## config.mk

```make
export PLATFORM = sky130hd
export DESIGN_NAME = proj_fm_sketch_ctrl_flat
export DESIGN_NICKNAME = d
export VERILOG_FILES = /design/src/rtl/proj_pkg.sv /design/src/rtl/proj_fm_sketch_ctrl_if.sv /design/src/rtl/proj_fm_bitmap_ram.sv /design/src/rtl/proj_fm_sketch_ctrl.sv /design/src/flat_wrapper.sv
export SDC_FILE = /design/constraint.sdc
export NUM_CORES = 1
export LEC_CHECK = 0
export CELL_PAD_IN_SITES_DETAIL_PLACEMENT = 2
export CELL_PAD_IN_SITES_GLOBAL_PLACEMENT = 2
export CORE_MARGIN = 10
export CORE_UTILIZATION = 43
export CTS_CLUSTER_SIZE = 40
export DETAILED_ROUTE_END_ITERATION = 8
export GPL_ROUTABILITY_DRIVEN = 1
export PLACE_DENSITY = 0.85
export SETUP_SLACK_MARGIN = 0.05
export SLEW_MARGIN = 40
export SYNTH_ARGS = -nofsm -noshare
export SYNTH_HDL_FRONTEND = slang
export SYNTH_HIERARCHICAL = 1
export SYNTH_SLANG_ARGS = --single-unit
```

## constraint.sdc

```tcl
create_clock -name in_clk -period 5.15 [get_ports in_clk]
set_clock_uncertainty 0.05 [all_clocks]
set_input_delay 0.7725 -clock in_clk [delete_from_list [all_inputs] [get_ports in_clk]]
set_output_delay 0.7725 -clock in_clk [all_outputs]
set_load 0.01 [all_outputs]
```

## src/rtl/proj_pkg.sv

```systemverilog
// proj_pkg: shared widths, FM controller state type and bit-rank helpers
// Contents:
//   FM_BUFFER_SIZE  default number of sketch slots
//   FM_MAP_W        bitmap width per slot
//   HASH_W          hash word width
//   fm_state_t      IDLE / SCAN / DONE
//   lowest_set_idx  rank of a hash (lowest set bit, saturated to w-1)
//   lowest_zero_idx FM estimate R of a bitmap (lowest zero bit, w if all ones)
package proj_pkg;
  localparam int FM_BUFFER_SIZE = 16;
  localparam int FM_MAP_W = 32;
  localparam int HASH_W = 32;
  typedef enum logic [1:0] {IDLE, SCAN, DONE} fm_state_t;
  // Scanning from the top down leaves the lowest hit; no hit below w-1 saturates.
  function automatic int lowest_set_idx(input logic [63:0] v, input int w);
    lowest_set_idx = w - 1;
    for (int i = w - 2; i >= 0; i--)
      if (v[6'(i)]) lowest_set_idx = i;
  endfunction
  function automatic int lowest_zero_idx(input logic [63:0] v, input int w);
    lowest_zero_idx = w;
    for (int i = w - 1; i >= 0; i--)
      if (!v[6'(i)]) lowest_zero_idx = i;
  endfunction
endpackage

```

## src/rtl/proj_fm_sketch_ctrl_if.sv

```systemverilog
// proj_fm_sketch_ctrl_if: hash input, flush request and estimate output bundle
// Signals:
//   in_hash/in_hash_valid/out_hash_ready   hash stream handshake
//   in_flush                               start of readout scan
//   out_est_valid/in_est_ready             estimate handshake
//   out_est_slot/out_est_r                 slot number and its R
//   out_done/out_sum                       scan-complete pulse and sum of R
// Modports: master drives the in_* signals, slave (the controller) drives out_*.
interface proj_fm_sketch_ctrl_if #(
  parameter int NUM_SLOTS = proj_pkg::FM_BUFFER_SIZE,
  parameter int MAP_W = proj_pkg::FM_MAP_W,
  parameter int HASH_W = proj_pkg::HASH_W
);
  localparam int IDX_W = $clog2(NUM_SLOTS);
  localparam int R_W = $clog2(MAP_W + 1);
  localparam int SUM_W = R_W + IDX_W;
  logic [HASH_W-1:0] in_hash;
  logic in_hash_valid;
  logic out_hash_ready;
  logic in_flush;
  logic out_est_valid;
  logic in_est_ready;
  logic [IDX_W-1:0] out_est_slot;
  logic [R_W-1:0] out_est_r;
  logic out_done;
  logic [SUM_W-1:0] out_sum;
  modport master (
    output in_hash, in_hash_valid, in_flush, in_est_ready,
    input out_hash_ready, out_est_valid, out_est_slot, out_est_r, out_done, out_sum
  );
  modport slave (
    input in_hash, in_hash_valid, in_flush, in_est_ready,
    output out_hash_ready, out_est_valid, out_est_slot, out_est_r, out_done, out_sum
  );
endinterface

```

## src/rtl/proj_fm_bitmap_ram.sv

```systemverilog
// proj_fm_bitmap_ram: NUM_SLOTS x MAP_W sketch bitmap register array
// Ports:
//   i_clk, i_rst_n         clock, asynchronous active-low clear of all slots
//   i_set_en/i_set_idx/i_set_mask  OR a mask into one slot
//   i_clr_en/i_clr_idx     zero one slot (wins over a set to the same slot)
//   i_rd_idx/o_rd_data     combinational read port
module proj_fm_bitmap_ram #(
  parameter int NUM_SLOTS = 4,
  parameter int MAP_W = 8,
  localparam int IDX_W = $clog2(NUM_SLOTS)
) (
  input  logic             i_clk,
  input  logic             i_rst_n,
  input  logic             i_set_en,
  input  logic [IDX_W-1:0] i_set_idx,
  input  logic [MAP_W-1:0] i_set_mask,
  input  logic             i_clr_en,
  input  logic [IDX_W-1:0] i_clr_idx,
  input  logic [IDX_W-1:0] i_rd_idx,
  output logic [MAP_W-1:0] o_rd_data
);
  logic [MAP_W-1:0] r_mem [NUM_SLOTS];
  always_ff @(posedge i_clk or negedge i_rst_n)
    if (!i_rst_n) r_mem <= '{default: '0};
    else begin
      if (i_set_en) r_mem[i_set_idx] <= r_mem[i_set_idx] | i_set_mask;
      if (i_clr_en) r_mem[i_clr_idx] <= '0;
    end
  assign o_rd_data = r_mem[i_rd_idx];
endmodule

```

## src/rtl/proj_fm_sketch_ctrl.sv

```systemverilog
// proj_fm_sketch_ctrl: Flajolet-Martin sketch bitmap controller
// Ports:
//   in_clk    clock, rising edge
//   in_rst_n  asynchronous active-low reset
//   bus       proj_fm_sketch_ctrl_if.slave: hash stream in, flush request,
//             per-slot estimate stream out, done pulse with sum of R
module proj_fm_sketch_ctrl #(
  parameter int NUM_SLOTS = proj_pkg::FM_BUFFER_SIZE,
  parameter int MAP_W = proj_pkg::FM_MAP_W,
  parameter int HASH_W = proj_pkg::HASH_W
) (
  input logic in_clk,
  input logic in_rst_n,
  proj_fm_sketch_ctrl_if.slave bus
);
  import proj_pkg::*;
  localparam int IDX_W = $clog2(NUM_SLOTS);
  localparam int R_W = $clog2(MAP_W + 1);
  localparam int SUM_W = R_W + IDX_W;
  fm_state_t        r_state;
  logic [IDX_W-1:0] r_ptr;
  logic [IDX_W-1:0] r_scan_idx;
  logic [SUM_W-1:0] r_acc;
  logic [HASH_W-1:0] w_hash;
  logic [MAP_W-1:0] w_set_mask;
  logic [MAP_W-1:0] w_rd_data;
  logic [R_W-1:0]   w_r;
  logic             w_accept;
  logic             w_est_accept;
  assign w_hash = bus.in_hash;
  assign w_accept = bus.in_hash_valid && r_state == IDLE;
  assign w_est_accept = bus.in_est_ready && r_state == SCAN;
  assign w_set_mask = MAP_W'(1) << lowest_set_idx(64'(w_hash), MAP_W);
  assign w_r = R_W'(lowest_zero_idx(64'(w_rd_data), MAP_W));
  // The scan reads and clears the same slot, so one index serves both ports.
  proj_fm_bitmap_ram #(.NUM_SLOTS(NUM_SLOTS), .MAP_W(MAP_W)) u_ram (
    .i_clk      (in_clk),
    .i_rst_n    (in_rst_n),
    .i_set_en   (w_accept),
    .i_set_idx  (r_ptr),
    .i_set_mask (w_set_mask),
    .i_clr_en   (w_est_accept),
    .i_clr_idx  (r_scan_idx),
    .i_rd_idx   (r_scan_idx),
    .o_rd_data  (w_rd_data)
  );
  // NUM_SLOTS is a power of two, so the pointers wrap by plain overflow.
  always_ff @(posedge in_clk or negedge in_rst_n)
    if (!in_rst_n) begin
      r_state <= IDLE;
      r_ptr <= '0;
      r_scan_idx <= '0;
      r_acc <= '0;
    end else
      case (r_state)
        IDLE: begin
          if (w_accept) r_ptr <= r_ptr + IDX_W'(1);
          if (bus.in_flush) begin
            r_state <= SCAN;
            r_scan_idx <= '0;
            r_acc <= '0;
          end
        end
        SCAN:
          if (w_est_accept) begin
            r_acc <= r_acc + SUM_W'(w_r);
            r_scan_idx <= r_scan_idx + IDX_W'(1);
            if (r_scan_idx == IDX_W'(NUM_SLOTS - 1)) r_state <= DONE;
          end
        DONE: begin
          r_ptr <= '0;
          r_state <= IDLE;
        end
        default: r_state <= IDLE;
      endcase
  assign bus.out_hash_ready = r_state == IDLE;
  assign bus.out_est_valid = r_state == SCAN;
  assign bus.out_est_slot = r_scan_idx;
  assign bus.out_est_r = r_state == SCAN ? w_r : '0;
  assign bus.out_done = r_state == DONE;
  // The accumulator is only restarted by a flush, so it holds the last sum.
  assign bus.out_sum = r_acc;
endmodule

```

## src/flat_wrapper.sv

```systemverilog
// flat-port wrapper written by rule: the top's interface ports become plain ports
module proj_fm_sketch_ctrl_flat import proj_pkg::*;
#(
  parameter int NUM_SLOTS = proj_pkg::FM_BUFFER_SIZE,
  parameter int MAP_W = proj_pkg::FM_MAP_W,
  parameter int HASH_W = proj_pkg::HASH_W
)
  (in_clk, in_rst_n, bus_in_hash, bus_in_hash_valid, bus_in_flush, bus_in_est_ready, bus_out_hash_ready, bus_out_est_valid, bus_out_est_slot, bus_out_est_r, bus_out_done, bus_out_sum);
  proj_fm_sketch_ctrl_if #(.NUM_SLOTS(NUM_SLOTS), .MAP_W(MAP_W), .HASH_W(HASH_W)) bus_i ();
  input logic in_clk;
  input logic in_rst_n;
  input wire logic [$bits(bus_i.in_hash)-1:0] bus_in_hash;
  input wire logic [$bits(bus_i.in_hash_valid)-1:0] bus_in_hash_valid;
  input wire logic [$bits(bus_i.in_flush)-1:0] bus_in_flush;
  input wire logic [$bits(bus_i.in_est_ready)-1:0] bus_in_est_ready;
  output wire logic [$bits(bus_i.out_hash_ready)-1:0] bus_out_hash_ready;
  output wire logic [$bits(bus_i.out_est_valid)-1:0] bus_out_est_valid;
  output wire logic [$bits(bus_i.out_est_slot)-1:0] bus_out_est_slot;
  output wire logic [$bits(bus_i.out_est_r)-1:0] bus_out_est_r;
  output wire logic [$bits(bus_i.out_done)-1:0] bus_out_done;
  output wire logic [$bits(bus_i.out_sum)-1:0] bus_out_sum;
  assign bus_i.in_hash = bus_in_hash;
  assign bus_i.in_hash_valid = bus_in_hash_valid;
  assign bus_i.in_flush = bus_in_flush;
  assign bus_i.in_est_ready = bus_in_est_ready;
  assign bus_out_hash_ready = bus_i.out_hash_ready;
  assign bus_out_est_valid = bus_i.out_est_valid;
  assign bus_out_est_slot = bus_i.out_est_slot;
  assign bus_out_est_r = bus_i.out_est_r;
  assign bus_out_done = bus_i.out_done;
  assign bus_out_sum = bus_i.out_sum;
  proj_fm_sketch_ctrl #(.NUM_SLOTS(NUM_SLOTS), .MAP_W(MAP_W), .HASH_W(HASH_W)) u_core (.in_clk(in_clk), .in_rst_n(in_rst_n), .bus(bus_i));
endmodule
```

==> out/metrics.cfg <==
[outcome]
outcome = finished with violations
violations = hold timing, setup timing

[timing]
min_period_ps = 5550
rsz0062_at_grt = true
hold_slack_ps = -0.938
finalSetupViolations = 11
finalMaxSlewViolations = 0
tightest_slew_ps = 1270
period_share = 1.08
final.setup.worst_slack_ps = -403
max_freq_ghz = 0.180
hold_viol_final = 2
relSlewSlack = 0.148

[power_and_ir_drop]
irDropWorstVdd_mv = 0.373
finalPower_mw = 13.0
powerDensity_nw_per_um2 = 421
p_leak_nw = 13.1

[floorplan]
dieArea_um2 = 71400
die_x_um = 267
row_count = 90
start_util = 0.435
io_pins = 60
core_area_um2 = 60500
fp.dieH_um = 267

[detailed_routing]
post_drt_wl_per_cell_um = 43.4
dr.first_iter.drc_count = 3621
drtPass1Iterations = 6
final_antenna_net_count = 0
viasPerCell = 7.70
drt_wl_total_mm = 140
drc = 0
num_vias = 24900

[synth]
syn-mean-instance-area_um2 = 11.2
synth_edf_count = 0
ys.flop_type = dfrtp_1
synth_nets = 2383
syn_area_um2 = 26300
ys_seq_area_frac = 0.506
postSynth.asyncResetShare = 1.00
synth_warnings = 6
synth_seq_cells = 532
ys_types = 74
synthCells = 2338

[global_routing]
grt_overflow_total = 0
grt_util_all_layers = 0.338
grt_pass1_vias = 26000
antenna_found_initial = 2
grt_pass1_wl_mm = 181
grt_start_max_net_pins = 125

[clock_tree]
clk_latency_ps = 690
clk_pin_slew_ps = 80
cts-root-buf = clkbuf_16
htree_levels = 2
cts_made_buffers = 57
clkSinkCount = 532
cts_tree = yes
cts_max_path_buffers = 3

[cells_and_area]
layout_commonest_cell = dfrtp_1
final_nets = 2450
final_cell_count_no_fill = 3237
fill_cells = 5664
syn2layout_area_growth_pct = 17.5
multiInputGateArea_um2 = 12600
mostFrequentLayoutCells = 527 x dfrtp_1, 315 x nand2_1, 266 x o21ai_0, 218 x nor2_1
drive_gt1_frac = 0.241
ff_latch_area_um2 = 13300
finalInstanceArea_um2 = 30900

[run]
cap_violations = 0

[setup_path]
r2r_setup_slack_ps = -400
start_kind = flop
cp.required_ps = 5690
arrival_ps = 6090
path_class = reg2reg
crit_path_end_kind = flop
critical_path.max_fanout = 8

[placed_design]
dp_hpwl_mm = 67.9
dp_cells = 3093
place_area_um2 = 28200
globalplace.congestion = 0.829
port_buffers = 58
place_ws_ps = -116

[min_path]
hp-class = in2async

-- cell usage after synthesis, drive strengths merged (3+ instances only) --
master | number | share of area
dfrtp | 532 | 0.51
nand2 | 365 | 0.055
o21ai | 273 | 0.052
nor2 | 228 | 0.033
clkbuf | 134 | 0.019
a211oi | 133 | 0.038
a22o | 130 | 0.043
mux4 | 128 | 0.11
a22oi | 64 | 0.018
mux2 | 64 | 0.027
buf | 47 | 0.010
a221oi | 32 | 0.032
nand3 | 20 | 0.0038
inv | 16 | 0.0023
a21oi | 15 | 0.0033
nand4 | 14 | 0.0036
nor2b | 14 | 0.0033
nor3 | 14 | 0.0029
nand2b | 13 | 0.0031
nor4 | 9 | 0.0024
nor3b | 8 | 0.0031
ha | 7 | 0.0033
o211ai | 6 | 0.0017
xor2 | 6 | 0.0020
a21boi | 5 | 0.0014
a31oi | 5 | 0.0012
a21o | 4 | 0.0012
and2 | 4 | 0.00095
and4 | 4 | 0.0013
or3 | 4 | 0.0010
a2111oi | 3 | 0.0012
and3b | 3 | 0.0010
nand3b | 3 | 0.0010
or4 | 3 | 0.00086
-- critical path, cell delays in order, from the launching register on --
cell and delay [ps]:
dfrtp_4 520, buf_12 170, buf_6 190, buf_4 160
mux4_2 490, a22oi_1 320, nand2_2 170, nand2_1 270
a31oi_1 220, o211ai_1 260, a31oi_1 150, o21ai_2 300
nor3b_4 260, ha_1 260, a21o_1 230, a2111oi_2 460
o2bb2ai_1 230, a21oi_1 110, or4b_1 520, nand3_1 100
-- path summary, 6_finish.rpt --
kind                                                         from                           endpoint  depth (start not counted)
max                        u_core/bus.out_est_slot[0]$_DFFE_PN0P_  u_core/bus.out_sum[5]$_DFFE_PN0P_                         19
min                                                      in_rst_n  u_core/u_ram/r_mem[386]$_DFF_PN0_                          1
max reg2reg                u_core/bus.out_est_slot[0]$_DFFE_PN0P_  u_core/bus.out_sum[5]$_DFFE_PN0P_                         19
min reg2reg                     u_core/u_ram/r_mem[273]$_DFF_PN0_  u_core/u_ram/r_mem[273]$_DFF_PN0_                          2
max in group asynchronous                                in_rst_n  u_core/u_ram/r_mem[375]$_DFF_PN0_                          3
min in group in_clk             u_core/u_ram/r_mem[273]$_DFF_PN0_  u_core/u_ram/r_mem[273]$_DFF_PN0_                          2
-- layout make-up --
type	instances	area share
inverter	16	0.00202
clock buffer	79	0.0548
clock inverter	28	0.0104
timing repair buffer	189	0.0627
antenna	2	0.000162
multi-input combinational	1609	0.407
tap	782	0.0317
sequential	532	0.431
-- state kept, by name, summed over array words and instances, names as in the netlist --
name                     flops
u_core/r_ptr                 4
u_core/bus.out_sum          10
u_core/r_state               2
u_core/u_ram/r_mem         512
u_core/bus.out_est_slot      4
-- logic make-up after synthesis --
logic type                 count (synthesis)  synth area share
AOI/OAI and AO/OA                        687             0.199
xor gates and xnor gates                   7           0.00233
adders and majority gates                  8           0.00409
buffers and inverters                    197            0.0319
DFF                                      532             0.506
muxes                                    193             0.137
and+or+nand+nor                          714             0.118
-- layer usage --
metal,vias to the layer above,global-route usage,wire (um)
met5,-,0,0
met4,0,0.187,11900
met3,900,0.0992,18300
met2,2464,0.536,61900
met1,12800,0.410,48400
li1,8768,-,-
-- through the flow --
stage,util,TNS [ps],hold WS [ps]
2_1_floorplan,-,0,395
3_3_place_gp,0.465,0,405
3_5_place_dp,0.466,-154,420
4_1_cts,0.501,0,41.1
5_1_grt,0.511,-3180,20.4
6_report,0.511,-2440,-0.938
-- report_power, final --
part	total [mW]	switching, mW	internal [mW]
clock	4.64	2.04	2.60
sequential	4.66	0.329	4.33
combinational	3.71	2.44	1.26
-- what timing repair did --
item | 4_1_cts | 5_1_grt
endpoints found under the hold margin | 0 | 0
gates cloned | 0 | 1
hold buffers | 0 | 0
pin swaps | 1 | 20
resized for setup | 22 | 73
endpoints found under the setup margin | 12 | 12
buffers inserted | 2 | 29
Power figures use the tool's default switching activity.
